==> src/rtl/snes_rom_responder.sv <==
// Cartridge-side SNES ROM responder: fetches the addressed byte over a req/ack
// memory port and presents it after ACCESS_CYCLES. Optional ROM_PREFETCH_EN adds next-address prefetch.
module snes_rom_responder #(
  parameter int         ACCESS_CYCLES = 4,
  parameter logic [7:0] IDLE_DATA     = 8'hFF
) (
  input  logic        clk,
  input  logic        reset,
  input  logic        enable,
  input  logic [19:0] address,
  output logic [7:0]  data,
  output logic        data_valid,
  output logic        mem_req,
  output logic [19:0] mem_addr,
  input  logic        mem_ack,
  input  logic [7:0]  mem_rdata
);

  typedef enum logic [1:0] {IDLE, FETCH, VALID} state_t;
  localparam logic [3:0] ACC = 4'(ACCESS_CYCLES);

  state_t      state, state_d;
  logic [19:0] cur_addr;
  logic        cur_ok, got, reissue;
  logic [3:0]  cnt;
  logic [7:0]  rbuf;
  logic        ack, change, fetch_ack, go_valid, pf_hit;

`ifdef ROM_PREFETCH_EN
  logic [19:0] pf_addr;
  logic [7:0]  pf_buf;
  logic        pf_ok, pf_inflight, pf_issued, pf_issue;
`endif

  // NOTE: every signal gets a default at the top of always_comb so no path infers a latch.
  always_comb begin
    ack       = mem_req && mem_ack;
    change    = enable && (!cur_ok || (address != cur_addr));
    pf_hit    = 1'b0;
    fetch_ack = ack && !reissue;
`ifdef ROM_PREFETCH_EN
    pf_hit    = pf_ok && (address == pf_addr);
    fetch_ack = ack && !reissue && !pf_inflight;
    pf_issue  = enable && !change && (state == VALID) && !mem_req && !pf_issued;
`endif
    go_valid  = (state == FETCH) && (got || fetch_ack) && (cnt >= ACC);
    state_d   = state;
    if (!enable)       state_d = IDLE;
    else if (change)   state_d = FETCH;
    else if (go_valid) state_d = VALID;
  end

  // NOTE: rbuf is pure data qualified by got, so it is kept out of reset.
  always_ff @(posedge clk) begin
    if (fetch_ack) rbuf <= mem_rdata;
`ifdef ROM_PREFETCH_EN
    else if (change && pf_hit) rbuf <= pf_buf;
`endif
  end

  always_ff @(posedge clk) begin
    if (reset) begin
      state      <= IDLE;
      data       <= IDLE_DATA;
      data_valid <= 1'b0;
      mem_req    <= 1'b0;
      mem_addr   <= '0;
      cur_addr   <= '0;
      cur_ok     <= 1'b0;
      got        <= 1'b0;
      cnt        <= '0;
      reissue    <= 1'b0;
    end else begin
      state <= state_d;
      if (ack) begin
        mem_req <= 1'b0;
        reissue <= 1'b0;
      end
      if (!enable) begin
        data       <= IDLE_DATA;
        data_valid <= 1'b0;
        cur_ok     <= 1'b0;
        if (mem_req && !mem_ack) reissue <= 1'b1;
      end else if (change) begin
        cur_addr   <= address;
        cur_ok     <= 1'b1;
        cnt        <= 4'd1;
        got        <= pf_hit;
        data       <= IDLE_DATA;
        data_valid <= 1'b0;
        if (!pf_hit) begin
          if (!mem_req) begin
            mem_req  <= 1'b1;
            mem_addr <= address;
          end else if (!mem_ack) begin
            reissue <= 1'b1;
          end
          // A request acked on this same edge is dropped; the FETCH re-request picks up next edge.
        end
      end else if (state == FETCH) begin
        if (cnt < ACC) cnt <= cnt + 4'd1;
        if (fetch_ack) got <= 1'b1;
        if (go_valid) begin
          data       <= fetch_ack ? mem_rdata : rbuf;
          data_valid <= 1'b1;
        end
        if (!mem_req && !got) begin
          mem_req  <= 1'b1;
          mem_addr <= cur_addr;
        end
`ifdef ROM_PREFETCH_EN
      end else if (pf_issue) begin
        mem_req  <= 1'b1;
        mem_addr <= cur_addr + 20'd1;
`endif
      end
    end
  end

`ifdef ROM_PREFETCH_EN
  always_ff @(posedge clk) begin
    if (ack && pf_inflight) pf_buf <= mem_rdata;
  end

  always_ff @(posedge clk) begin
    if (reset) begin
      pf_addr     <= '0;
      pf_ok       <= 1'b0;
      pf_inflight <= 1'b0;
      pf_issued   <= 1'b0;
    end else begin
      if (ack && pf_inflight) begin
        pf_inflight <= 1'b0;
        if (!reissue) pf_ok <= 1'b1;
      end
      if (!enable || change) begin
        pf_ok     <= 1'b0;
        pf_issued <= 1'b0;
      end else if (pf_issue) begin
        pf_issued   <= 1'b1;
        pf_inflight <= 1'b1;
        pf_addr     <= cur_addr + 20'd1;
      end
    end
  end
`endif

endmodule

==> config.mk <==
export PLATFORM = sky130hd
export DESIGN_NAME = snes_rom_responder
export DESIGN_NICKNAME = d
export VERILOG_FILES = /design/src/rtl/snes_rom_responder.sv
export SDC_FILE = /design/constraint.sdc
export NUM_CORES = 1
export LEC_CHECK = 0
export ABC_AREA = 1
export ABC_CLOCK_PERIOD_IN_PS = 1600
export BUFFER_PORTS_ARGS = -buffer_cell sky130_fd_sc_hd__buf_2
export CAP_MARGIN = 0
export CORE_ASPECT_RATIO = 1.1
export CORE_MARGIN = 2
export CORE_UTILIZATION = 51
export CTS_BUF_LIST = sky130_fd_sc_hd__clkbuf_4
export CTS_CLUSTER_DIAMETER = 120
export DETAILED_ROUTE_END_ITERATION = 8
export PLACE_DENSITY = 0.77
export SYNTH_ARGS = -nofsm -noshare
export SYNTH_HDL_FRONTEND = slang
export SYNTH_SLANG_ARGS = --single-unit
==> constraint.sdc <==
create_clock -name clk -period 1.6 [get_ports clk]
set_input_delay 0.4 -clock clk [delete_from_list [all_inputs] [get_ports clk]]
set_output_delay 0.4 -clock clk [all_outputs]
set_load 0.03 [all_outputs]
==> results of run 1 <==
layout make-up:
cell class,count,area [µm²]
clock buffer,9,67.6
fill,558,1940
multi-input combinational,308,1610
clock inverter,7,92.6
tap,80,100
sequential,67,1360
inverter,89,335
timing repair buffer,97,642
critical path, stage by stage, from the launching register on:
cell	delay (ns)
dfxtp_2	0.36
inv_2	0.04
nand2_1	0.05
nand2_1	0.06
nor2_1	0.11
nand2_1	0.09
nor2_4	0.16
nand3_4	0.13
nand2_4	0.11
nand2_4	0.06
nor2_4	0.17
buf_6	0.16
nand2_2	0.05
nand2_1	0.05
nor2_1	0.04
Yosys cell counts:
cell,instances,area [µm²]
inv_1,80,300
nand2_4,2,22.5
dfxtp_1,67,1340
nand3b_1,3,22.5
buf_4,2,15.0
nor2_8,1,20.0
a31oi_1,2,12.5
mux2_2,8,90.1
nor2_4,3,33.8
xnor2_1,1,8.76
buf_2,1,5.00
a21oi_1,4,20.0
ha_1,1,12.5
nor2_1,57,214
nand3_1,27,135
nand2_1,160,601
clkinv_1,2,7.51
nand3_4,1,17.5
nand3_2,1,10.0
nor2_2,5,31.3
o21ai_1,1,5.00
buf_6,9,101
nand2_2,22,138
inv_2,7,26.3
nand4_1,1,6.26
o21ai_0,2,10.0
clkbuf_1,2,7.51
nor3_1,1,5.00
buf_1,2,7.51
o311a_1,1,10.0
or2_2,2,12.5
o211ai_1,1,7.51
sequential cells by signal (all words and copies together) (netlist names), 2 cells and up:
signal,cells
state,2
mem_addr,20
cur_addr,20
data,8
rbuf,8
cnt,4
power groups by stage:
stage	Sequential (mW)	Combinational, mW	Clock (mW)
2_1_floorplan	1.98	0.436	0
3_3_place_gp	1.90	0.731	0
3_5_place_dp	1.91	0.750	0
4_1_cts	1.87	0.762	1.29
5_1_grt	1.89	0.921	1.36
6_report	1.88	0.835	1.27
worst paths after layout:
check	to	slack (ns)	depth (start not counted)
max	mem_addr[17]$_SDFFE_PP0P_	-0.14	14
max reg2reg	mem_addr[17]$_SDFFE_PP0P_	-0.14	14
min reg2reg	cnt[3]$_SDFFE_PP0P_	0.45	2
min	rbuf[7]$_DFF_P_	0.22	2
stage by stage:
step                power, mW  util (%)  setup WS, ns  area [µm²]
floorplan                2.42         -        0.0450        3260
global placement         2.63      61.7        -0.211        3800
detailed placement       2.66      61.7        -0.250        3800
CTS                      3.92      65.0       -0.0791        4000
global route             4.18      68.4        -0.236        4210
finish                   3.98      68.4        -0.137        4210
routing by layer:
| layer | track usage, % | share of wire (%) | wire length (µm) | vias up |
|---|---|---|---|---|
| met1 | 27.0 | 41 | 3280 | 1406 |
| met5 | 0 | 0 | 0 | - |
| li1 | - | - | - | 1594 |
| met4 | 10.9 | 2.2 | 173 | 0 |
| met3 | 5.15 | 5.4 | 433 | 12 |
| met2 | 40.2 | 51 | 4090 | 78 |
cells by family after synthesis:
group,count (synthesis)
AO/OA/AOI/OAI,11
XOR/XNOR,1
adder cells (fa/ha/maj),1
buffers and inverters,105
flip-flops,67
multiplexers,8
AND/OR/NAND/NOR,286
repair_timing:
item                       CTS  global route
cloned                       0             2
pin swaps                    3            15
buffers inserted             1             1
resized for setup           12            72
setup endpoints to repair   29            57
==> results.json, run 1 <==
{
  "status": "finished, violations left",
  "failed_checks": "negative setup slack",
  "synth_xor_area_share_pct": 0.269,
  "tns_ns": -2.52,
  "clk_pin_slew_ns": 0.12,
  "power.switching_mw": 1.20,
  "dr.pass1.iters": 4,
  "vias": 3090,
  "rows": 30,
  "skew_ns": 0.0101,
  "layout-drive-gt1-share_pct": 41.6,
  "nets": 605,
  "required_ns": 1.93,
  "coreArea_um2": 6160,
  "power_frac_comb_pct": 21.0,
  "p_leak_nw": 2.26,
  "place_hpwl_mm": 5.44,
  "power_density_nw_per_um2": 946,
  "via_per_inst": 4.70,
  "place.gp.congestion": 0.853,
  "grt_pass1_wl_mm": 12.5,
  "drt_wl_total_mm": 7.98,
  "sw_frac_of_total_pct": 30.2,
  "crit_fanout": 8,
  "ios": 62,
  "antenna_found_initial": 0,
  "clk_path_buf_depth": 2,
  "synth_compound_area_share_pct": 2.00,
  "ant_nets": 0,
  "tightest_slew_ns": 0.393,
  "area_growth_syn_to_layout_pct": 29.3,
  "first_iter_violations": 173,
  "setup_viol": 29,
  "die_h_um": 87.8,
  "die_x_um": 80.2,
  "worstReg2RegStart": "cur_addr[3]$_SDFFE_PP0P_",
  "clock_latency_ns": 0.42,
  "cts_tree": "built",
  "drc": 0,
  "placed_cells": 637,
  "max_slew_margin_pct": 73.8,
  "cts_hold_buf": 0,
  "initial_utilization_pct": 52.9,
  "muxShareOfSynthArea_pct": 2.77,
  "final_common_cell": "nand2_1",
  "instances_no_fill": 657,
  "criticalPathCategory": "register to register",
  "period_minus_slack_ns": 1.74,
  "irDropWorstVdd_v": 0.000759,
  "grt_use_total_pct": 23.1,
  "p_seq_share_pct": 47.1,
  "finalMaxSlewViolations": 0,
  "drv_cap": 0,
  "cts_root_buf": "clkbuf_4",
  "synth_fp_nets": 512,
  "wl_per_cell_um": 12.1,
  "io_buffers": 61,
  "synth-seq-cells": 67,
  "max_freq_ghz": 0.576,
  "synthCells": 479,
  "ys_types": 32,
  "yosysWarnings": 0,
  "cts_buffers": 9,
  "endpoint_kind": "register",
  "synth_top_family_by_area": "simple AND/OR/NAND/NOR gates",
  "critPathLaunch": "cur_addr[3]$_SDFFE_PP0P_",
  "cp_data_arrival_time_ns": 2.06,
  "overflow": 0,
  "clock-sinks": 67,
  "whs_ns": 0.216,
  "synth-simple-area-share_pct": 39.0,
  "grt_setup_unrepaired": "true",
  "p_int_mw": 2.78,
  "netlist_area_um2": 3260,
  "dieArea_um2": 7040,
  "post-route-worst-setup-slack_ns": -0.137,
  "synth_adder_area_share_pct": 0.384,
  "htree_num_levels": 3,
  "crit_path_start_kind": "register",
  "hold_path_class": "input pin to register",
  "power.share.clock_pct": 31.9,
  "layout_common_cells": "119 x nand2_1, 67 x inv_1, 61 x nand2_2, 61 x buf_2, 55 x nor2_1",
  "hold_viol": 0,
  "avgSynthCellArea_um2": 6.80,
  "antenna_cells": 0,
  "first_global_vias": 2872,
  "ys_seq_area_share_pct": 41.2,
  "min_from": "mem_rdata[7]",
  "period_share_pct": 109,
  "grt_max_degree": 24
}
Power figures use the tool's default switching activity.
==> run 2, diff against run 1 <==
==> constraint.sdc (replaced) <==
create_clock -name clk -period 1.6 [get_ports clk]
set_input_delay 0.16 -clock clk [delete_from_list [all_inputs] [get_ports clk]]
set_output_delay 0.16 -clock clk [all_outputs]
set_load 0.03 [all_outputs]
==> run 2 against run 1 <==
The run still ends with negative setup slack left. Clock-buffer cell count rose by 1. Via count barely moved. Clock skew increased by 0.0093 ns. Flip-flop and latch count unchanged. Critical path type unchanged. Clock power barely moved. Routed wire length down 5.3%. Non-clock buffer count is the same. Highest routed layer unchanged. Utilization is 0.71 points higher. Sequential share of layout area decreased by 0.42 points. Critical endpoint is now mem_addr[2]$_SDFFE_PP0P_.
==> results.json, run 2 (synthesis gave the netlist of run 1 again) <==
{
  "multiInputGateArea_um2": 1590,
  "period_minus_slack_ns": 1.78,
  "drt_wl_total_mm": 7.56,
  "cts_root_buf": "clkbuf_4",
  "max_slew_margin_pct": 74.6,
  "required_ns": 1.93,
  "grt_use_total_pct": 21.5,
  "clock_latency_ns": 0.43,
  "die_h_um": 87.8,
  "num-fill-cells": 507,
  "antenna_found_initial": 0,
  "hold_path_class": "input pin to register",
  "ios": 62,
  "setup_viol": 23,
  "die_x_um": 80.2,
  "initial_utilization_pct": 52.9,
  "ant_nets": 0,
  "crit_path_start_kind": "register",
  "coreArea_um2": 6160,
  "dp_slack_ns": -0.104,
  "tightest_slew_ns": 0.381,
  "post-route-worst-setup-slack_ns": -0.182,
  "overflow": 0,
  "crit_chain": "inv_1 -> nand2_1 -> nand2_1 -> nor2_2 -> nand2_2 -> nor2_4 -> nand3_4 -> nand2_4 -> nand2_4 -> nor2_4 -> clkbuf_16 -> nand2_1 -> nand2_1 -> nor2_1",
  "via_per_inst": 4.71,
  "final_core_util_pct": 69.1,
  "grt_pass1_wl_mm": 11.9,
  "cp_common_cell": "nand2_1",
  "tns_ns": -3.21,
  "cts_buffers": 9,
  "clock-sinks": 67,
  "grt_max_degree": 17,
  "power_density_nw_per_um2": 938,
  "slowest_delay_ns": 0.34,
  "nets": 605,
  "criticalPathCategory": "register to register",
  "cts_tree": "built",
  "failed_checks": "negative setup slack",
  "first_global_vias": 2891,
  "placed_cells": 627,
  "rows": 30,
  "seq_area_um2": 1360,
  "period_share_pct": 111,
  "status": "finished, violations left",
  "endpoint_kind": "register",
  "layout_common_cells": "131 x nand2_1, 74 x inv_1, 61 x buf_2, 55 x dfxtp_1, 54 x nor2_1",
  "place.gp.congestion": 0.841,
  "skew_ns": 0.0193,
  "irDropWorstVdd_v": 0.000691,
  "wl_per_cell_um": 11.5,
  "clk_path_buf_depth": 2,
  "final_common_cell": "nand2_1",
  "antenna_cells": 0,
  "dr.pass1.iters": 4,
  "instances_no_fill": 657,
  "dieArea_um2": 7040,
  "place_hpwl_mm": 5.15,
  "whs_ns": 0.0272,
  "first_iter_violations": 102,
  "cp_data_arrival_time_ns": 2.11,
  "cpMaxStageDelayCell": "dfxtp_2",
  "max_freq_ghz": 0.561,
  "io_buffers": 61,
  "drv_cap": 0,
  "layout-drive-gt1-share_pct": 36.6,
  "drc": 0,
  "area_growth_syn_to_layout_pct": 30.7,
  "hold_viol": 0,
  "htree_num_levels": 3,
  "top_regs": "cur_addr x20, mem_addr x20",
  "crit_fanout": 7,
  "clk_pin_slew_ns": 0.11,
  "finalMaxSlewViolations": 0,
  "p_leak_nw": 2.29,
  "grt_setup_unrepaired": "true",
  "vias": 3093
}
==> run 2: cell type report <==
type,count,share of cell area [%]
clock buffer,10,1.76
multi-input combinational,308,37.3
tap,80,2.35
timing repair buffer,97,16.7
inverter,89,7.97
clock inverter,6,2.12
sequential,67,31.9
==> run 2: worst paths after layout <==
check | slack (ns) | endpoint | depth (start not counted) | start
hold / removal | 0.03 | cur_addr[17]$_SDFFE_PP0P_ | 2 | reset
setup / recovery | -0.18 | mem_addr[2]$_SDFFE_PP0P_ | 14 | cur_addr[19]$_SDFFE_PP0P_
setup reg to reg | -0.18 | mem_addr[2]$_SDFFE_PP0P_ | 14 | cur_addr[19]$_SDFFE_PP0P_
hold reg to reg | 0.43 | cnt[3]$_SDFFE_PP0P_ | 2 | cnt[3]$_SDFFE_PP0P_
==> run 2: power breakdown <==
group	internal, mW	total, mW	switching, mW	leakage, nW
clock network	0.653	1.28	0.630	0.0866
logic	0.346	0.831	0.484	1.64
registers	1.81	1.88	0.0626	0.558
total	2.81	3.99	1.18	2.29
==> run 2: stage by stage <==
step	power (mW)	area (µm²)
CTS	3.94	4040
global placement	2.62	3750
detailed placement	2.64	3750
global route	4.17	4260
floorplan	2.42	3260
finish	3.99	4260
==> run 2: timing repair <==
| action | 4_1_cts | 5_1_grt |
|---|---|---|
| hold endpoints to repair | 9 | 0 |
| pin swaps | 2 | 20 |
| endpoints found under the setup margin | 21 | 57 |
| gates resized for setup | 12 | 58 |
| setup buffers | 1 | 1 |
| hold buffers | 9 | 0 |
| gates cloned | 0 | 3 |
==> run 2: critical path: cells and delay by family, from the launching register on <==
| kind | cells | cell delay (ns) |
|---|---|---|
| buffers and inverters | 2 | 0.26 |
| flip-flops | 1 | 0.34 |
| AND/OR/NAND/NOR | 12 | 1.10 |
==> run 2: metal layers <==
| layer | up-vias | wire [µm] | GRT usage [%] |
|---|---|---|---|
| met5 | - | 0 | 0 |
| met1 | 1396 | 3210 | 25.4 |
| li1 | 1601 | - | - |
| met2 | 73 | 3780 | 37.3 |
| met4 | 0 | 196 | 10.6 |
| met3 | 23 | 377 | 3.92 |
